==> config.mk <==
export PLATFORM = sky130hd
export DESIGN_NAME = wb_rr_arbiter
export DESIGN_NICKNAME = d
export VERILOG_FILES = /design/src/rtl/wb_rr_arbiter.sv
export SDC_FILE = /design/constraint.sdc
export NUM_CORES = 1
export LEC_CHECK = 0
export ABC_AREA = 1
export BUFFER_PORTS_ARGS = -buffer_cell sky130_fd_sc_hd__buf_4
export CAP_MARGIN = 20
export CORE_AREA = 2 2 131 133
export CTS_CLUSTER_SIZE = 28
export DETAILED_ROUTE_END_ITERATION = 16
export DIE_AREA = 0 0 133 135
export GPL_TIMING_DRIVEN = 0
export PLACE_DENSITY = 0.5
export SLEW_MARGIN = 40
export SYNTH_ARGS = -nofsm -noshare
export SYNTH_HDL_FRONTEND = slang
export SYNTH_SLANG_ARGS = --single-unit
==> constraint.sdc <==
create_clock -name wb_clk_i -period 1.5 [get_ports wb_clk_i]
set_clock_uncertainty 0.1 [all_clocks]
set_input_delay 0.3 -clock wb_clk_i [delete_from_list [all_inputs] [get_ports wb_clk_i]]
set_output_delay 0.3 -clock wb_clk_i [all_outputs]
set_load 0.005 [all_outputs]
==> src/rtl/wb_rr_arbiter.sv <==
// wb_rr_arbiter: round-robin N:1 Wishbone arbiter that holds the grant for the owner's whole cycle.
// Define WB_RR_ARBITER_TIMEOUT_EN to add the stalled-slave bus-error timeout (TOERR state).
module wb_rr_arbiter #(
   parameter int NUM_MASTERS = 2,
   parameter int TIMEOUT     = 255
) (
   input  logic                      wb_clk_i,
   input  logic                      wb_rst_n_i,
   input  logic [32*NUM_MASTERS-1:0] wbm_adr_i,
   input  logic [32*NUM_MASTERS-1:0] wbm_dat_i,
   input  logic [4*NUM_MASTERS-1:0]  wbm_sel_i,
   input  logic [NUM_MASTERS-1:0]    wbm_we_i,
   input  logic [NUM_MASTERS-1:0]    wbm_cyc_i,
   input  logic [NUM_MASTERS-1:0]    wbm_stb_i,
   input  logic [3*NUM_MASTERS-1:0]  wbm_cti_i,
   input  logic [2*NUM_MASTERS-1:0]  wbm_bte_i,
   output logic [32*NUM_MASTERS-1:0] wbm_dat_o,
   output logic [NUM_MASTERS-1:0]    wbm_ack_o,
   output logic [NUM_MASTERS-1:0]    wbm_err_o,
   output logic [NUM_MASTERS-1:0]    wbm_rty_o,
   output logic [31:0]               wbs_adr_o,
   output logic [31:0]               wbs_dat_o,
   output logic [3:0]                wbs_sel_o,
   output logic                      wbs_we_o,
   output logic                      wbs_cyc_o,
   output logic                      wbs_stb_o,
   output logic [2:0]                wbs_cti_o,
   output logic [1:0]                wbs_bte_o,
   input  logic [31:0]               wbs_dat_i,
   input  logic                      wbs_ack_i,
   input  logic                      wbs_err_i,
   input  logic                      wbs_rty_i,
   output logic [NUM_MASTERS-1:0]    grant_o,
   output logic                      timeout_o
);
   localparam int IW = $clog2(NUM_MASTERS);
`ifdef WB_RR_ARBITER_TIMEOUT_EN
   typedef enum logic [1:0] {IDLE, BUSY, TOERR} state_t;
`else
   typedef enum logic [1:0] {IDLE, BUSY} state_t;
`endif
   state_t state, state_nxt;
   logic [IW-1:0] owner, last_owner, winner, idx;
   logic [31:0] adr [NUM_MASTERS];
   logic [31:0] dat [NUM_MASTERS];
   logic [3:0] sel [NUM_MASTERS];
   logic [2:0] cti [NUM_MASTERS];
   logic [1:0] bte [NUM_MASTERS];
   logic [NUM_MASTERS-1:0] owner_oh;
   logic busy, idle, owner_cyc, owner_stb, resp, toerr, expire;
   for (genvar k = 0; k < NUM_MASTERS; k++) begin : g_slice
      assign adr[k] = wbm_adr_i[k*32 +: 32];
      assign dat[k] = wbm_dat_i[k*32 +: 32];
      assign sel[k] = wbm_sel_i[k*4 +: 4];
      assign cti[k] = wbm_cti_i[k*3 +: 3];
      assign bte[k] = wbm_bte_i[k*2 +: 2];
      assign wbm_dat_o[k*32 +: 32] = wbs_dat_i;
   end
   // Scanning downward lets the nearest requester above last_owner overwrite the others.
   always_comb begin
      winner = owner;
      idx = '0;
      for (int i = NUM_MASTERS; i >= 1; i--) begin
         idx = IW'((int'(last_owner) + i) % NUM_MASTERS);
         if (wbm_cyc_i[idx]) winner = idx;
      end
   end
   assign idle      = state == IDLE;
   assign busy      = state == BUSY;
   assign owner_oh  = NUM_MASTERS'(1) << owner;
   assign owner_cyc = wbm_cyc_i[owner];
   assign owner_stb = wbm_stb_i[owner];
   assign resp      = wbs_ack_i | wbs_err_i | wbs_rty_i;
`ifdef WB_RR_ARBITER_TIMEOUT_EN
   logic [15:0] cnt;
   logic stalled;
   assign stalled = busy && owner_cyc && owner_stb && !resp;
   assign expire  = stalled && (cnt + 16'd1 == 16'(TIMEOUT));
   assign toerr   = state == TOERR;
   always_ff @(posedge wb_clk_i or negedge wb_rst_n_i)
      if (!wb_rst_n_i) cnt <= '0;
      else cnt <= (stalled && !expire) ? cnt + 16'd1 : '0;
`else
   assign expire = 1'b0;
   assign toerr  = 1'b0;
`endif
   always_comb begin
      state_nxt = state;
      if (idle && |wbm_cyc_i) state_nxt = BUSY;
      else if (busy && !owner_cyc) state_nxt = IDLE;
`ifdef WB_RR_ARBITER_TIMEOUT_EN
      else if (busy && expire) state_nxt = TOERR;
      else if (toerr) state_nxt = BUSY;
`endif
   end
   always_ff @(posedge wb_clk_i or negedge wb_rst_n_i)
      if (!wb_rst_n_i) begin
         state      <= IDLE;
         owner      <= '0;
         last_owner <= IW'(NUM_MASTERS - 1);
      end else begin
         state <= state_nxt;
         if (idle && |wbm_cyc_i) owner <= winner;
         if (busy && !owner_cyc) last_owner <= owner;
      end
   assign grant_o   = idle ? '0 : owner_oh;
   assign timeout_o = toerr;
   assign wbs_adr_o = adr[owner];
   assign wbs_dat_o = dat[owner];
   assign wbs_sel_o = sel[owner];
   assign wbs_we_o  = wbm_we_i[owner];
   assign wbs_cti_o = cti[owner];
   assign wbs_bte_o = bte[owner];
   assign wbs_cyc_o = busy && owner_cyc;
   assign wbs_stb_o = busy && owner_stb;
   assign wbm_ack_o = (busy && wbs_ack_i) ? owner_oh : '0;
   assign wbm_err_o = ((busy && wbs_err_i) || toerr) ? owner_oh : '0;
   assign wbm_rty_o = (busy && wbs_rty_i) ? owner_oh : '0;
endmodule

Word level (Yosys, flattened, before mapping)
Cells that the tools add are included.
{"block": "word_totals", "wordCells": 58, "romBits": 0, "ff_bits": 4, "latchBits": 0, "n_memories": 0, "ram_bits": 0, "output_inout_bits": 149, "in_bits": 189}
{"block": "op_classes", "div_mod_pow": 0, "shifts": 1, "eq_ne": 1, "reduce_logical": 13, "n_lt_le_gt_ge": 4, "n_mux": 33, "add_sub_neg": 2, "n_bitwise": 1, "mul": 0}
{"op": "$mux W32", "count": 6}
{"op": "$mux W2", "count": 9}
{"op": "$mux W1", "count": 12}
{"op": "$mux W4", "count": 3}
{"op": "$mux W3", "count": 3}
{"op": "$logic_and A1 B1 Y1", "count": 7}
{"op": "$lt A1 B2 Y1 const B", "count": 3}
{"op": "$reduce_bool A2 Y1", "count": 2}
{"op": "$add A1 B1 Y1 const B", "count": 2}
{"op": "$eq A2 B1 Y1 const B", "count": 1}
{"op": "$ge A2 B2 Y1 const B", "count": 1}
{"op": "$logic_not A2 Y1", "count": 1}
{"op": "$not A1 Y2", "count": 1}
{"op": "$reduce_and A2 Y1", "count": 1}
{"op": "$reduce_or A2 Y1", "count": 1}
{"op": "$shl A1 B1 Y2 const A", "count": 1}
{"op": "$logic_not A1 Y1", "count": 1}

Depth between registers and ports, before layout
Gate-level depths: netlist of run 1.
{"block": "depth", "depth_word": 6, "mapped_depth": 6, "mapped_depth_nobuf": 5}

Worst setup path before layout of run 1
No wires, ideal clock.
{"block": "synth_timing", "path_type": "register -> output", "startpoint": "register owner", "endpoint": "output wbs_adr_o[14]", "path_stages_with_launch": 7, "setup_slack_ps": 193, "path_buffers": 3, "arrival_time_ps": 907, "required_ps": 1100, "cell_sequence": "dfrtp_1 > buf_4 > inv_2 > buf_6 > buf_6 > nand2_1 > nand2_1"}
{"block": "synth_via", "elab_chain_len": 4}
{"element": "start, declared", "line_no": "43", "text": "logic [IW-1:0] owner, last_owner, winner, idx;"}
{"element": "start signal, assigned", "line_no": "103", "text": "if (idle && |wbm_cyc_i) owner <= winner;"}
{"element": "$not A1 Y2 (not written as such)", "line_no": "108", "text": "assign wbs_adr_o = adr[owner];"}
{"element": "$mux W32 (not written as such) (3 in series)", "line_no": "108"}
{"element": "end, declared", "line_no": "21", "text": "output logic [31:0] wbs_adr_o,"}
No other way between the ends. The select of a mux whose other input is x is not followed.

Worst setup path after layout of run 1
{"block": "layout_timing", "startpoint": "register owner", "endpoint": "output wbs_dat_o[5]"}
{"block": "layout_via", "elab_chain_len": 4}
{"element": "$not A1 Y2 (not written as such)", "line_no": "109", "text": "assign wbs_dat_o = dat[owner];"}
{"element": "$mux W32 (not written as such) (3 in series)", "line_no": "109"}
{"element": "end, declared", "line_no": "22", "text": "output logic [31:0] wbs_dat_o,"}
No other way between the ends. The select of a mux whose other input is x is not followed.

==> results of run 1 <==
## routing by layer
layer | vias up | wire length [um]
met3 | 3 | 926
met5 | - | 0
li1 | 1592 | -
met4 | 0 | 21
met1 | 1300 | 3980
met2 | 172 | 6090
## worst min path at each step
stage | endpoint | slack (ns) | depth (start not counted)
3_3_place_gp | owner$_DFFE_PN0P_ | -0.01 | 1
4_1_cts | last_owner$_DFFE_PN1P_ | 0.24 | 3
2_1_floorplan | owner$_DFFE_PN0P_ | -0.1 | 0
6_report | last_owner$_DFFE_PN1P_ | 0.24 | 3
5_1_grt | owner$_DFFE_PN0P_ | 0.26 | 3
3_5_place_dp | owner$_DFFE_PN0P_ | -0.009 | 1
## power breakdown
part           switching [mW]  internal, mW
clock                  0.0712         0.351
combinational            2.49          3.10
sequential             0.0453         0.134
## sequential cells by signal, summed over array words and instances, names as in the netlist
signal	count
owner	1
state	1
last_owner	1
## cell families (layout without fill, tap and decap cells)
group / count (synthesis) / in the layout / synth area share
buffers and inverters: 92 / 414 / 0.393
AND/OR/NAND/NOR: 246 / 246 / 0.557
flip-flops: 3 / 3 / 0.0457
other: 1 / 1 / 0.00225
AO/OA/AOI/OAI: 1 / 1 / 0.00299
## cell usage after synthesis (2+ instances only)
master,number,area [um^2]
buf_6,7,78.8
dfrtp_1,2,50.1
nand3_1,5,25.0
nand2_1,235,882
inv_1,9,33.8
buf_2,8,40.0
nor2_1,6,22.5
buf_4,66,495
## stage by stage
stage          cell area (um^2)  total power [mW]
6_report                   5050              6.19
3_5_place_dp               4230              4.19
3_3_place_gp               4230              4.21
2_1_floorplan              1670              1.90
5_1_grt                    5050              6.70
4_1_cts                    4640              5.44
## worst reg2reg max path: stages (launching register included)
cell	delay (ns)
dfrtp_1	0.36
buf_6	0.15
inv_8	0.08
buf_4	0.13
nand2_8	0.08
buf_4	0.15
buf_4	0.12
nand2_1	0.04
nand3_1	0.06
## layout make-up
class,instances,area [um^2],share of cell area
inverter,10,50.0,0.00990
tap,220,275,0.0545
timing repair buffer,318,2630,0.521
multi-input combinational,248,1250,0.247
sequential,3,77.6,0.0154
clock buffer,4,78.8,0.0156
buffer,82,692,0.137
## repair_timing
item | in CTS | in global routing
pin swaps | 6 | 20
endpoints found under the setup margin | 84 | 84
hold buffers | 1 | 0
gates resized for setup | 76 | 95
buffers inserted | 5 | 2
endpoints found under the hold margin | 3 | 0
gates cloned | 2 | 5
==> Flow_metrics.wiki, run 1 <==
{| class="wikitable"
! Metric !! Value
|-
| Outcome || finished, violations left
|-
| Failing checks || setup timing
|-
| Worst flop-to-flop path startpoint || owner$_DFFE_PN0P_
|-
| GRT Resource Usage Total || 0.103
|-
| Syn Inst Count || approximately 340
|-
| Cell area after technology mapping || ~0.0017 mm^2
|-
| Met3 layer usage reported by global route || 0.0259
|-
| Final core utilization || 0.308
|-
| GR peak layer || met2
|-
| Leakage power summed over all cells || just under 3 nW
|-
| Critical Path Fanout Max || 6
|-
| Count of placed standard cells including taps || between 800 and 900
|-
| Min-delay src || wbm_cyc_i[0]
|-
| Launching element type of the critical path || flip-flop
|-
| Final global-route overflow total || 0
|-
| DRT Pass-1 Iters || 4
|-
| # H-tree levels || 1
|-
| Final WS setup || -0.229 ns
|-
| Setup repair after global routing missed its margin || yes
|-
| Number of design rule violations left after detail routing || 0
|-
| Areal power density over the cells || 1220 mW/mm^2
|-
| Worst setup path category || flip-flop to output port
|-
| Number of warning messages in the yosys log || 0
|-
| Largest net degree at the start of global routing || 11
|-
| Minimum hold slack || approximately 0.24 ns
|-
| Number of global-route vias before repair || 2887
|-
| Effective utilization at floorplan || 0.102
|-
| Mapped Avg Cell Area || roughly 4.9 um^2
|-
| Register area share after synthesis || 0.0457
|-
| DRT antenna net count || 0
|-
| First-pass GRT wire length || between 10 and 15 mm
|-
| Placed wire-length estimate || 8.77 mm
|-
| Fill cells || 1776
|-
| CTS tree || done
|-
| Max-cap check violation count || 0
|-
| Average routed wire per standard cell || roughly 12 um
|-
| Clock sinks || 3
|-
| # rows || 47
|-
| Worst path max stage delay || 0.36 ns
|-
| Number of antenna violations at the first check in global routing || 0
|-
| Synth Net Count || 532
|-
| Highest clock frequency the design can meet || a little under 600 MHz
|-
| Worst setup path start || owner$_DFFE_PN0P_
|-
| Clock latency on the worst-skew pair || 0.22 ns
|-
| CTS clk-pin slew, worst paths || ~0.030 ns
|-
| Reg-to-reg critical path endpoint || last_owner$_DFFE_PN1P_
|-
| # port buffers || just over 300
|-
| Endpoint of the worst setup timing path || wbs_dat_o[5]
|-
| Initial detailed-routing violation count || between 80 and 90
|-
| Buffer and inverter count on the worst path || 5
|-
| Path category of the worst min-delay check || input pin to flip-flop
|-
| Routed via count divided by cell count || between 3 and 4
|-
| Minimum clock period || ~1.7 ns
|-
| Die boundary height || between 100 and 150 um
|-
| Final hold violation count || 0
|-
| Leading cell types in the layout, fill and taps excluded || buf_4 (341), nand2_1 (156), nand2_2 (63)
|-
| Fraction of met2 tracks used by global routing || 0.206
|-
| Number of nets in the final layout || approximately 860
|-
| Layout overhead on the synthesized area || 203%
|-
| Cell-by-cell trace of the critical path || buf_6, inv_8, buf_12, buf_12, nand2_2, nand2_2, buf_6
|-
| Arrival time at the worst endpoint || 1.33 ns
|-
| Cell count of the worst reg-to-reg path || 8
|-
| Finish-stage setup viols || 80
|-
| Routability congestion estimate from global placement || slightly above 0.7
|-
| Flip-flop and latch count after synthesis || 3
|-
| CTS buffer count || 3
|-
| Number of distinct library cell variants in the gate-level netlist after synthesis || 13
|-
| Vias || approximately 3000
|-
| Clock tree buffer depth || 2
|-
| Critical path required time || 1.10 ns
|-
| Minimum setup slack among reg-to-reg paths || about 0.16 ns
|-
| Number of inserted diodes || 0
|-
| Final period util || 1.15
|-
| Chip Width || 133 um
|-
| Fraction of layout cells with a size suffix above 1 || 0.738
|-
| Critical path depth in cells || 7
|-
| CP delay by family, top || buffers and inverters
|-
| Final TNS setup || -14.50 ns
|-
| Number of enable flip-flop cells after synthesis || 0
|-
| CP max stage cell || dfrtp_1
|-
| Cell at the root of the clock tree || clkbuf_16
|-
| Core Area || about 0.016 mm^2
|-
| Most frequent standard cell in the layout excluding fill and tap cells || buf_4
|-
| DP Worst Slack || -0.204 ns
|-
| Count of pins on the block boundary || between 300 and 400
|-
| Prevailing post-synth register cell || dfrtp_1
|-
| Die area || ~0.018 mm^2
|-
| Number of max-slew violations in the final report || 0
|-
| Final instance count without filler cells || around 890
|-
| Met1 routing resource usage after global routing || 0.112
|-
| Worst supply voltage drop on vdd || roughly 0.00047 V
|-
| Post-synthesis async set-or-reset flop share || 1.00
|-
| Routed wire length || roughly 11 mm
|-
| Type of destination of the critical path || output port
|}
No activity file was read; power rests on OpenSTA's default activity.
==> run 2: changes to the inputs <==
- SETUP_SLACK_MARGIN: default -> 0.15
- clock period: 1.5 -> 1.75 ns (I/O delays scaled with it)
==> run 2 against run 1 <==
  * The flow still finishes with violations (setup timing)
  * Global-route usage unchanged
  * Sequential share of layout area is essentially flat
  * Worst setup slack improved by 0.20 ns
  * Clock-buffer cell count stayed put
  * Routed wire length shrank 4.9%
  * Largest cell class unchanged
==> Flow_metrics.wiki, run 2 (synthesis gave the netlist of run 1 again) <==
{| class="wikitable"
! Metric !! Value
|-
| DRT antenna net count || 0 (unchanged)
|-
| # port buffers || 304 (unchanged)
|-
| Routability congestion estimate from global placement || 0.707 (unchanged)
|-
| Fill cells || 1775 (-0.056%)
|-
| Final hold violation count || 0 (unchanged)
|-
| Setup repair after global routing missed its margin || yes
|-
| Path category of the worst min-delay check || input pin to flip-flop
|-
| Area after detailed placement || 0.00423 mm^2 (unchanged)
|-
| CTS clk-pin slew, worst paths || 0.03 ns (about the same)
|-
| Clock tree buffer depth || 2 (unchanged)
|-
| Fraction of layout cells with a size suffix above 1 || 0.687 (-0.0510)
|-
| Areal power density over the cells || 1020 mW/mm^2 (-17%)
|-
| Most frequent standard cell in the layout excluding fill and tap cells || buf_4
|-
| Number of design rule violations left after detail routing || 0 (unchanged)
|-
| Final WS setup || -0.0298 ns (+0.199 ns)
|-
| Outcome || finished, violations left
|-
| Layout overhead on the synthesized area || 194%
|-
| CTS tree || done
|-
| Number of inserted diodes || 0 (unchanged)
|-
| Number of max-slew violations in the final report || 0 (unchanged)
|-
| Number of antenna violations at the first check in global routing || 0 (unchanged)
|-
| DP Worst Slack || -0.00407 ns (+0.200 ns)
|-
| Highest clock frequency the design can meet || around 560 MHz
|-
| Critical Path Fanout Max || 10 (+4)
|-
| Clock sinks || 3 (unchanged)
|-
| Leading cell types in the layout, fill and taps excluded || buf_4 (354), nand2_1 (188), buf_6 (27)
|-
| Die boundary height || 135 um (unchanged)
|-
| Largest regs || last_owner (1), owner (1), state (1)
|-
| Finish-stage setup viols || 28 (-65%)
|-
| Effective utilization at floorplan || 0.102 (unchanged)
|-
| Final global-route overflow total || 0 (unchanged)
|-
| Max-cap check violation count || 0 (unchanged)
|-
| Launching element type of the critical path || flip-flop
|-
| Arrival time at the worst endpoint || 1.33 ns (about the same)
|-
| Minimum hold slack || 0.291 ns (+0.0515 ns)
|-
| Failing checks || setup timing
|-
| Clock latency on the worst-skew pair || 0.22 ns (about the same)
|-
| Post-route cell area || 0.00491 mm^2 (-2.9%)
|-
| Routed via count divided by cell count || 3.43 (-0.90%)
|-
| DRT Pass-1 Iters || 4 (unchanged)
|-
| First-pass GRT wire length || 14.7 mm (unchanged)
|-
| GRT Resource Usage Total || 0.103 (unchanged)
|-
| Count of pins on the block boundary || 338 (unchanged)
|-
| Number of global-route vias before repair || 2886 (-0.035%)
|-
| Number of nets in the final layout || 852 (-0.35%)
|-
| CTS buffer count || 3 (unchanged)
|-
| # H-tree levels || 1 (unchanged)
|-
| Die area || 0.0180 mm^2 (unchanged)
|-
| Chip Width || 133 um (unchanged)
|-
| Initial detailed-routing violation count || 81 (-6.9%)
|-
| Leakage power summed over all cells || 2.92 nW (-0.86%)
|-
| Core Area || 0.0164 mm^2 (unchanged)
|-
| Largest net degree at the start of global routing || 11 (unchanged)
|-
| Worst supply voltage drop on vdd || 0.000451 V (-4.8%)
|-
| Critical path required time || 1.30 ns (+0.20 ns)
|-
| Type of destination of the critical path || output port
|-
| Vias || 3029 (-1.2%)
|-
| # rows || 47 (unchanged)
|-
| Average routed wire per standard cell || 11.9 um (-4.5%)
|-
| Final period util || 1.02
|-
| Cell at the root of the clock tree || clkbuf_16
|-
| Final core utilization || 0.299 (-0.00885)
|-
| Routed wire length || 10.5 mm (-4.9%)
|-
| Placed wire-length estimate || 8.77 mm (unchanged)
|-
| Minimum clock period || 1.78 ns
|-
| Worst setup path category || flip-flop to output port
|}
-- run 2: changes by cell type in the layout (fill, tap and decap cells not counted), moves of 2 or more --
| cell | delta |
|---|---|
| nand2_4 | +8 |
| buf_6 | -14 |
| buf_4 | +13 |
| buf_8 | +2 |
| nand2_1 | +32 |
| clkbuf_16 | -4 |
| nand2_2 | -40 |
-- run 2: metal layers --
layer | track usage | up-vias | routed length, um | part of all wire
met5 | 0 | - | 0 | 0
met4 | 0.00717 | 0 | 17 | 0.0016
li1 | - | 1584 | - | -
met3 | 0.0259 | 2 | 1010 | 0.096
met2 | 0.206 | 175 | 5770 | 0.55
met1 | 0.112 | 1268 | 3680 | 0.35
-- run 2: metrics by stage --
stage	cells	power (mW)	TNS [ns]
after floorplan	343	1.63	0
after global placement	867	3.61	0
after detailed placement	867	3.60	-0.00407
after CTS	879	4.69	-1.10
after global routing	882	5.45	-3.98
final	882	5.00	-0.415
-- run 2: worst paths after layout --
check	cells after the start	startpoint	slack [ns]	end
min in group asynchronous	2	wb_rst_n_i	0.36	owner$_DFFE_PN0P_
max reg2reg	8	owner$_DFFE_PN0P_	0.43	last_owner$_DFFE_PN1P_
max	7	owner$_DFFE_PN0P_	-0.03	wbs_adr_o[14]
min reg2reg	2	last_owner$_DFFE_PN1P_	0.38	last_owner$_DFFE_PN1P_
max in group asynchronous	2	wb_rst_n_i	1.01	last_owner$_DFFE_PN1P_
min	3	wbm_cyc_i[0]	0.29	last_owner$_DFFE_PN1P_
-- run 2: cell type report --
cell class | instances | area (um^2) | area share
inverters | 10 | 50.0 | 0.0102
flip-flops and latches | 3 | 77.6 | 0.0158
clock buffers | 4 | 78.8 | 0.0161
plain buffers | 82 | 691 | 0.141
repair buffers | 315 | 2520 | 0.514
multi-input cells | 248 | 1210 | 0.247
well taps | 220 | 275 | 0.0561
-- run 2: what timing repair did --
| item | 4_1_cts | 5_1_grt |
|---|---|---|
| hold buffers | 1 | 0 |
| buffers inserted | 5 | 2 |
| cloned | 2 | 1 |
| setup endpoints to repair | 81 | 84 |
| hold endpoints to repair | 3 | 0 |
| resized for setup | 78 | 57 |
| pin swaps | 6 | 15 |
-- run 2: power by group --
group	internal [mW]	switching [mW]	leakage (nW)
clock	0.300	0.0578	0.0382
sequential	0.115	0.0450	0.0336
combinational	2.46	2.02	2.85
-- run 2: worst max-delay path, cell delays in order (launching register included) --
cell,delay [ns]
dfrtp_1,0.36
buf_6,0.14
inv_8,0.06
buf_12,0.15
buf_8,0.14
nand2_1,0.08
nand2_1,0.06
buf_4,0.10
